[config.mk]
export PLATFORM = sky130hd
export DESIGN_NAME = mem_port_arbiter
export DESIGN_NICKNAME = d
export VERILOG_FILES = /design/src/rtl/mem_port_arbiter.sv
export SDC_FILE = /design/constraint.sdc
export NUM_CORES = 1
export LEC_CHECK = 0
export BUFFER_PORTS_ARGS = -buffer_cell sky130_fd_sc_hd__buf_2
export CAP_MARGIN = 20
export CORE_UTILIZATION = 40
export CTS_CLUSTER_SIZE = 40
export DETAILED_ROUTE_END_ITERATION = 8
export MAX_ROUTING_LAYER = met4
export PLACE_DENSITY = 0.73
export SLEW_MARGIN = 20
export SYNTH_ARGS = -nofsm -noshare
export SYNTH_HDL_FRONTEND = slang
export SYNTH_SLANG_ARGS = --single-unit
[constraint.sdc]
create_clock -name clk -period 1.7 [get_ports clk]
set_input_delay 0.085 -clock clk [delete_from_list [all_inputs] [get_ports clk]]
set_output_delay 0.085 -clock clk [all_outputs]
set_load 0.05 [all_outputs]
[src/rtl/mem_port_arbiter.sv]
// Arbitrates the fetch and data requesters onto one single-port memory,
// one transaction at a time, with starvation guard and access timeout.
module mem_port_arbiter #(
  parameter int unsigned STARVE_LIMIT = 4,
  parameter int unsigned TIMEOUT      = 16
) (
  input  logic        clk,
  input  logic        reset,
  input  logic        if_req,
  input  logic [31:0] if_addr,
  output logic [31:0] if_rdata,
  output logic        if_done,
  output logic        if_err,
  input  logic        d_req,
  input  logic        d_we,
  input  logic [31:0] d_addr,
  input  logic [31:0] d_wdata,
  output logic [31:0] d_rdata,
  output logic        d_done,
  output logic        d_err,
  output logic        mem_en,
  output logic        mem_we,
  output logic [31:0] mem_addr,
  output logic [31:0] mem_wdata,
  input  logic [31:0] mem_rdata,
  input  logic        mem_ready,
  output logic        busy,
  output logic        owner
);

  localparam int unsigned DW = 32;
  localparam int unsigned SW = (STARVE_LIMIT > 0) ? $clog2(STARVE_LIMIT + 1) : 1;
  localparam int unsigned TW = (TIMEOUT > 1) ? $clog2(TIMEOUT) : 1;

  typedef enum logic [1:0] {S_IDLE, S_BUSY, S_DONE} state_e;

  state_e          state_q, state_d;
  logic [SW-1:0]   starve_q, starve_d;
  logic [TW-1:0]   tcnt_q, tcnt_d;
  logic            owner_q, owner_d;
  logic            busy_q, busy_d;
  logic            mem_en_q, mem_en_d;
  logic            mem_we_q, mem_we_d;
  logic [DW-1:0]   mem_addr_q, mem_addr_d;
  logic [DW-1:0]   mem_wdata_q, mem_wdata_d;
  logic [DW-1:0]   if_rdata_q, if_rdata_d;
  logic [DW-1:0]   d_rdata_q, d_rdata_d;
  logic            if_done_q, if_done_d;
  logic            d_done_q, d_done_d;
  logic            if_err_q, if_err_d;
  logic            d_err_q, d_err_d;

  logic            grant_if;
  logic [DW-1:0]   sel_addr;
  logic            fin;
  logic            fin_err;
  logic            fin_load;

  // Next-state, grant selection and completion reporting
  always_comb begin
    state_d     = state_q;
    starve_d    = starve_q;
    tcnt_d      = tcnt_q;
    owner_d     = owner_q;
    busy_d      = busy_q;
    mem_en_d    = mem_en_q;
    mem_we_d    = mem_we_q;
    mem_addr_d  = mem_addr_q;
    mem_wdata_d = mem_wdata_q;
    if_rdata_d  = if_rdata_q;
    d_rdata_d   = d_rdata_q;
    if_done_d   = 1'b0;
    d_done_d    = 1'b0;
    if_err_d    = 1'b0;
    d_err_d     = 1'b0;
    grant_if    = 1'b0;
    sel_addr    = '0;
    fin         = 1'b0;
    fin_err     = 1'b0;
    fin_load    = 1'b0;

    case (state_q)
      S_IDLE: begin
        if (if_req || d_req) begin
          grant_if    = !d_req || (if_req && (starve_q == SW'(STARVE_LIMIT)));
          sel_addr    = grant_if ? if_addr : d_addr;
          owner_d     = !grant_if;
          mem_addr_d  = sel_addr;
          mem_wdata_d = grant_if ? '0 : d_wdata;
          busy_d      = 1'b1;
          tcnt_d      = '0;
          if (grant_if || !if_req) begin
            starve_d = '0;
          end else if (starve_q != SW'(STARVE_LIMIT)) begin
            starve_d = starve_q + SW'(1);
          end
          // Misaligned accesses never touch memory
          if (sel_addr[1:0] != 2'b00) begin
            state_d = S_DONE;
            fin     = 1'b1;
            fin_err = 1'b1;
          end else begin
            state_d  = S_BUSY;
            mem_en_d = 1'b1;
            mem_we_d = !grant_if && d_we;
          end
        end
      end
      S_BUSY: begin
        if (mem_ready) begin
          state_d  = S_DONE;
          mem_en_d = 1'b0;
          mem_we_d = 1'b0;
          fin      = 1'b1;
          fin_load = !mem_we_q;
        end else if (tcnt_q == TW'(TIMEOUT - 1)) begin
          state_d  = S_DONE;
          mem_en_d = 1'b0;
          mem_we_d = 1'b0;
          fin      = 1'b1;
          fin_err  = 1'b1;
        end else begin
          tcnt_d = tcnt_q + TW'(1);
        end
      end
      S_DONE: begin
        state_d = S_IDLE;
        busy_d  = 1'b0;
      end
      default: begin
        state_d  = S_IDLE;
        busy_d   = 1'b0;
        mem_en_d = 1'b0;
        mem_we_d = 1'b0;
      end
    endcase

    // Route completion to the granted port; errors zero its read data
    if (fin) begin
      if (owner_d) begin
        d_done_d = 1'b1;
        d_err_d  = fin_err;
        if (fin_err) begin
          d_rdata_d = '0;
        end else if (fin_load) begin
          d_rdata_d = mem_rdata;
        end
      end else begin
        if_done_d = 1'b1;
        if_err_d  = fin_err;
        if (fin_err) begin
          if_rdata_d = '0;
        end else if (fin_load) begin
          if_rdata_d = mem_rdata;
        end
      end
    end
  end

  always_ff @(posedge clk) begin
    if (reset) begin
      state_q     <= S_IDLE;
      starve_q    <= '0;
      tcnt_q      <= '0;
      owner_q     <= 1'b0;
      busy_q      <= 1'b0;
      mem_en_q    <= 1'b0;
      mem_we_q    <= 1'b0;
      mem_addr_q  <= '0;
      mem_wdata_q <= '0;
      if_rdata_q  <= '0;
      d_rdata_q   <= '0;
      if_done_q   <= 1'b0;
      d_done_q    <= 1'b0;
      if_err_q    <= 1'b0;
      d_err_q     <= 1'b0;
    end else begin
      state_q     <= state_d;
      starve_q    <= starve_d;
      tcnt_q      <= tcnt_d;
      owner_q     <= owner_d;
      busy_q      <= busy_d;
      mem_en_q    <= mem_en_d;
      mem_we_q    <= mem_we_d;
      mem_addr_q  <= mem_addr_d;
      mem_wdata_q <= mem_wdata_d;
      if_rdata_q  <= if_rdata_d;
      d_rdata_q   <= d_rdata_d;
      if_done_q   <= if_done_d;
      d_done_q    <= d_done_d;
      if_err_q    <= if_err_d;
      d_err_q     <= d_err_d;
    end
  end

  assign if_rdata  = if_rdata_q;
  assign if_done   = if_done_q;
  assign if_err    = if_err_q;
  assign d_rdata   = d_rdata_q;
  assign d_done    = d_done_q;
  assign d_err     = d_err_q;
  assign mem_en    = mem_en_q;
  assign mem_we    = mem_we_q;
  assign mem_addr  = mem_addr_q;
  assign mem_wdata = mem_wdata_q;
  assign busy      = busy_q;
  assign owner     = owner_q;

endmodule

==> results.txt <==
clock latency on the worst-skew pair -> 0.41 ns
Place WS -> -0.0624 ns
Relative slew margins -> 72.8%
vias in the first global route -> 6,434
sw frac -> 33.1%
largest net degree at the start of global routing -> 77
cell area after synthesis -> 5740 µm²
Slew Viols, Final -> 0
Top Ports -> 270
FP Rows -> 43
initial antenna violation count -> 0
Ys Warns -> 0
CP max FO -> 8
Setup violations, final -> 56
Flop pwr share -> 37.3%
via/cell ratio -> 5.38
Net Sw Power -> 3360 µW
initial detailed-routing violation count -> 642
Comb pwr share -> 28.2%
Setup TNS -> -2.72 ns
post-layout net count -> 1,219
FF+latch count, synth -> 145
area leader, netlist -> dfxtp_1
final setup skew -> 0.0121 ns
GRT Total Usage -> 28.3%
RSZ-0062 raised after global routing -> true
die height -> 122 µm
Syn Area/Cell -> 8.55 µm²
PD cells -> 1020 nW/µm²
DRT Pass-1 Iters -> 5
failing checks -> setup timing
Leakage -> 0.00459 µW
worst vdd ir -> 0.771 mV
max-cap viol count -> 0
Post-DRT Antenna Nets -> 0
f_max -> 544 MHz
clock network fraction of total power -> 34.4%
hold crit path type -> input pin to register
share of cells above drive strength 1 -> 36.6%
CTS max path bufs -> 2
area grow syn2layout -> 72.7%
Syn Nets -> 809
main area contributors after synthesis -> dfxtp_1 (51%), nand2_1 (8.9%), mux2i_1 (5.9%)
CTS tree -> yes
critical setup path kind -> register to register
DRC -> 0
actual slew at the worst max-slew pin -> 0.406 ns
Routed WL per cell -> 17.9 µm
GR Overflow Total -> 0
Vias -> 6,859
internal power -> 6790 µW
critical path arrival -> 2.16 ns
final worst slack -> -0.138 ns
Worst-path clk slew -> 0.06 ns
Seq/Total Area, Yosys -> 50.5%
Die ar. -> 14,800 µm²
Crit path required time -> 2.03 ns
top cell type's share of synthesized area -> 50.5%
Setup crit start kind -> register
fill count -> 960
Post-Synthesis Cells -> 672
Root Buffer Master -> clkbuf_16
initial core utilization -> 41.2%
DP Wirelength -> 11,100 µm
Num CTS Buffers -> 17
final WL -> 22,800 µm
outcome -> finished with violations
Port Buffers -> 269
Hold Fails Final Rpt -> 0
global-route wire length before repair -> 31,600 µm
Synth cell types -> 39
Worst setup EP type -> register
min Tclk post-route -> 1.84 ns
RD Place Congestion -> 0.798
Die Wd -> 122 µm
Core Area -> 13,900 µm²
final period utilization -> 108%
depth of the CTS H-tree -> 4
clk sink count -> 145
==> synthesized netlist by cell type, drive strengths merged <==
library cell / number
nand2: 136
xor2: 1
a211oi: 1
and2: 3
or4: 1
or2: 1
a31oi: 1
mux2: 1
a2111oi: 1
nand4: 34
ha: 3
xnor2: 1
nand3: 68
dfxtp: 145
mux2i: 34
a311oi: 32
clkbuf: 34
a21oi: 39
a22o: 1
nor3: 6
and3: 1
buf: 28
inv: 6
nand2b: 3
a221oi: 1
or4bb: 1
or3b: 1
o211a: 1
o21ai: 39
or3: 2
nor3b: 2
o31ai: 1
nor2: 43
==> cell families (layout without fill, tap and decap cells) <==
kind of cell / Yosys count / after routing / synth area share, %
xor+xnor: 2 / 2 / 0.305
other cells: 0 / 1 / 0
buf+inv: 68 / 490 / 5.12
simple gates: 302 / 302 / 23.7
flops: 145 / 145 / 50.5
mux: 35 / 35 / 6.12
compound gates: 117 / 117 / 13.5
fa+ha+maj: 3 / 3 / 0.654
==> worst max-delay path, stage by stage, from the launching register on <==
cell and delay, ns:
dfxtp_2 0.32, inv_2 0.07, ha_4 0.14, nand3_4 0.09
buf_6 0.15, o211a_4 0.15, nor2_4 0.25, buf_12 0.15
buf_16 0.12, nand4_1 0.12, mux2i_1 0.21
==> worst paths after layout <==
kind	start	endpoint	slack (ns)	cells past startpoint
worst max-delay path	starve_q[1]$_SDFFE_PP0P_	d_rdata[31]$_SDFFE_PP0P_	-0.14	10
worst min-delay path	mem_rdata[21]	d_rdata[21]$_SDFFE_PP0P_	0.07	3
worst max register to register	starve_q[1]$_SDFFE_PP0P_	d_rdata[31]$_SDFFE_PP0P_	-0.14	10
worst min register to register	mem_wdata[10]$_SDFFE_PP0P_	mem_wdata[10]$_SDFFE_PP0P_	0.45	2
==> area by class of cell <==
class | instances | area, µm² | share of cell area [%]
clock inverter | 9 | 85.1 | 0.858
sequential | 145 | 2910 | 29.3
inverter | 6 | 22.5 | 0.227
antenna | 1 | 2.50 | 0.0252
clock buffer | 22 | 464 | 4.68
timing repair buffer | 453 | 3470 | 34.9
multi-input combinational | 459 | 2750 | 27.7
tap | 180 | 225 | 2.27
==> power by group through the flow <==
stage / logic, µW / clock network (µW) / registers (µW)
6_report: 2870 / 3490 / 3790
3_5_place_dp: 2210 / 0 / 3840
3_3_place_gp: 2200 / 0 / 3830
4_1_cts: 2570 / 3550 / 3770
5_1_grt: 3000 / 3700 / 3810
2_1_floorplan: 720 / 0 / 4660
==> repair_timing <==
| action | 4_1_cts | 5_1_grt |
|---|---|---|
| hold buffers | 129 | 0 |
| setup endpoints to repair | 76 | 94 |
| setup buffers | 7 | 5 |
| pin swaps | 17 | 28 |
| gates resized for setup | 29 | 29 |
| endpoints found under the hold margin | 125 | 0 |
| cloned | 3 | 10 |
==> cell usage in the layout, fill, tap and decap left out, types with 2 or more instances in the layout <==
| cell | Yosys | routed |
|---|---|---|
| buf_2 | 19 | 269 |
| dfxtp_1 | 145 | 140 |
| nand2_1 | 136 | 132 |
| dlygate4sd3_1 | 0 | 129 |
| nand3_1 | 68 | 63 |
| nor2_1 | 43 | 41 |
| a21oi_1 | 38 | 37 |
| nand4_1 | 34 | 34 |
| mux2i_1 | 34 | 33 |
| o21ai_1 | 32 | 29 |
| a311oi_1 | 32 | 27 |
| clkbuf_16 | 0 | 26 |
| buf_4 | 4 | 21 |
| buf_12 | 0 | 15 |
| buf_6 | 0 | 8 |
| o21ai_2 | 2 | 5 |
| a311oi_2 | 0 | 5 |
| dfxtp_2 | 0 | 5 |
| nand3_2 | 0 | 4 |
| nor3_1 | 6 | 4 |
| inv_2 | 1 | 3 |
| nand2_2 | 0 | 3 |
| nand2b_1 | 3 | 3 |
| inv_1 | 5 | 3 |
| o21ai_0 | 5 | 3 |
| clkbuf_1 | 34 | 3 |
| clkinv_2 | 0 | 3 |
| clkinvlp_4 | 0 | 3 |
| o21ai_4 | 0 | 2 |
| nor2_4 | 0 | 2 |
| or3_1 | 2 | 2 |
| and2_1 | 3 | 2 |
| nor3_2 | 0 | 2 |
| ha_1 | 3 | 2 |
| clkinv_4 | 0 | 2 |
| clkbuf_8 | 0 | 2 |
| buf_16 | 0 | 2 |
==> per-layer routing <==
layer	vias to the layer above	track usage (%)	part of all wire [%]
met5	-	-	0
met2	378	46.6	50
met1	3249	31.8	39
li1	3187	-	-
met3	45	8.52	9.2
met4	0	11.8	2.0
==> sequential cells by signal (all words and copies together), names as in the netlist, 2 cells and up <==
register,flops
mem_wdata,32
tcnt_q,4
starve_q,3
d_rdata,32
mem_addr,32
if_rdata,32
state_q,2
==> through the flow <==
step | utilization [%] | total power [µW] | cells | hold slack, ns | cell area (µm²)
floorplan | - | 5380 | 672 | 0.237 | 5750
global placement | 53.4 | 6040 | 1091 | 0.345 | 7440
detailed placement | 53.4 | 6050 | 1091 | 0.345 | 7440
CTS | 68.3 | 9890 | 1259 | 0.0260 | 9510
global route | 71.2 | 10500 | 1274 | 0.0332 | 9920
finish | 71.2 | 10100 | 1275 | 0.0681 | 9920
No activity file was read; power rests on OpenSTA's default activity.
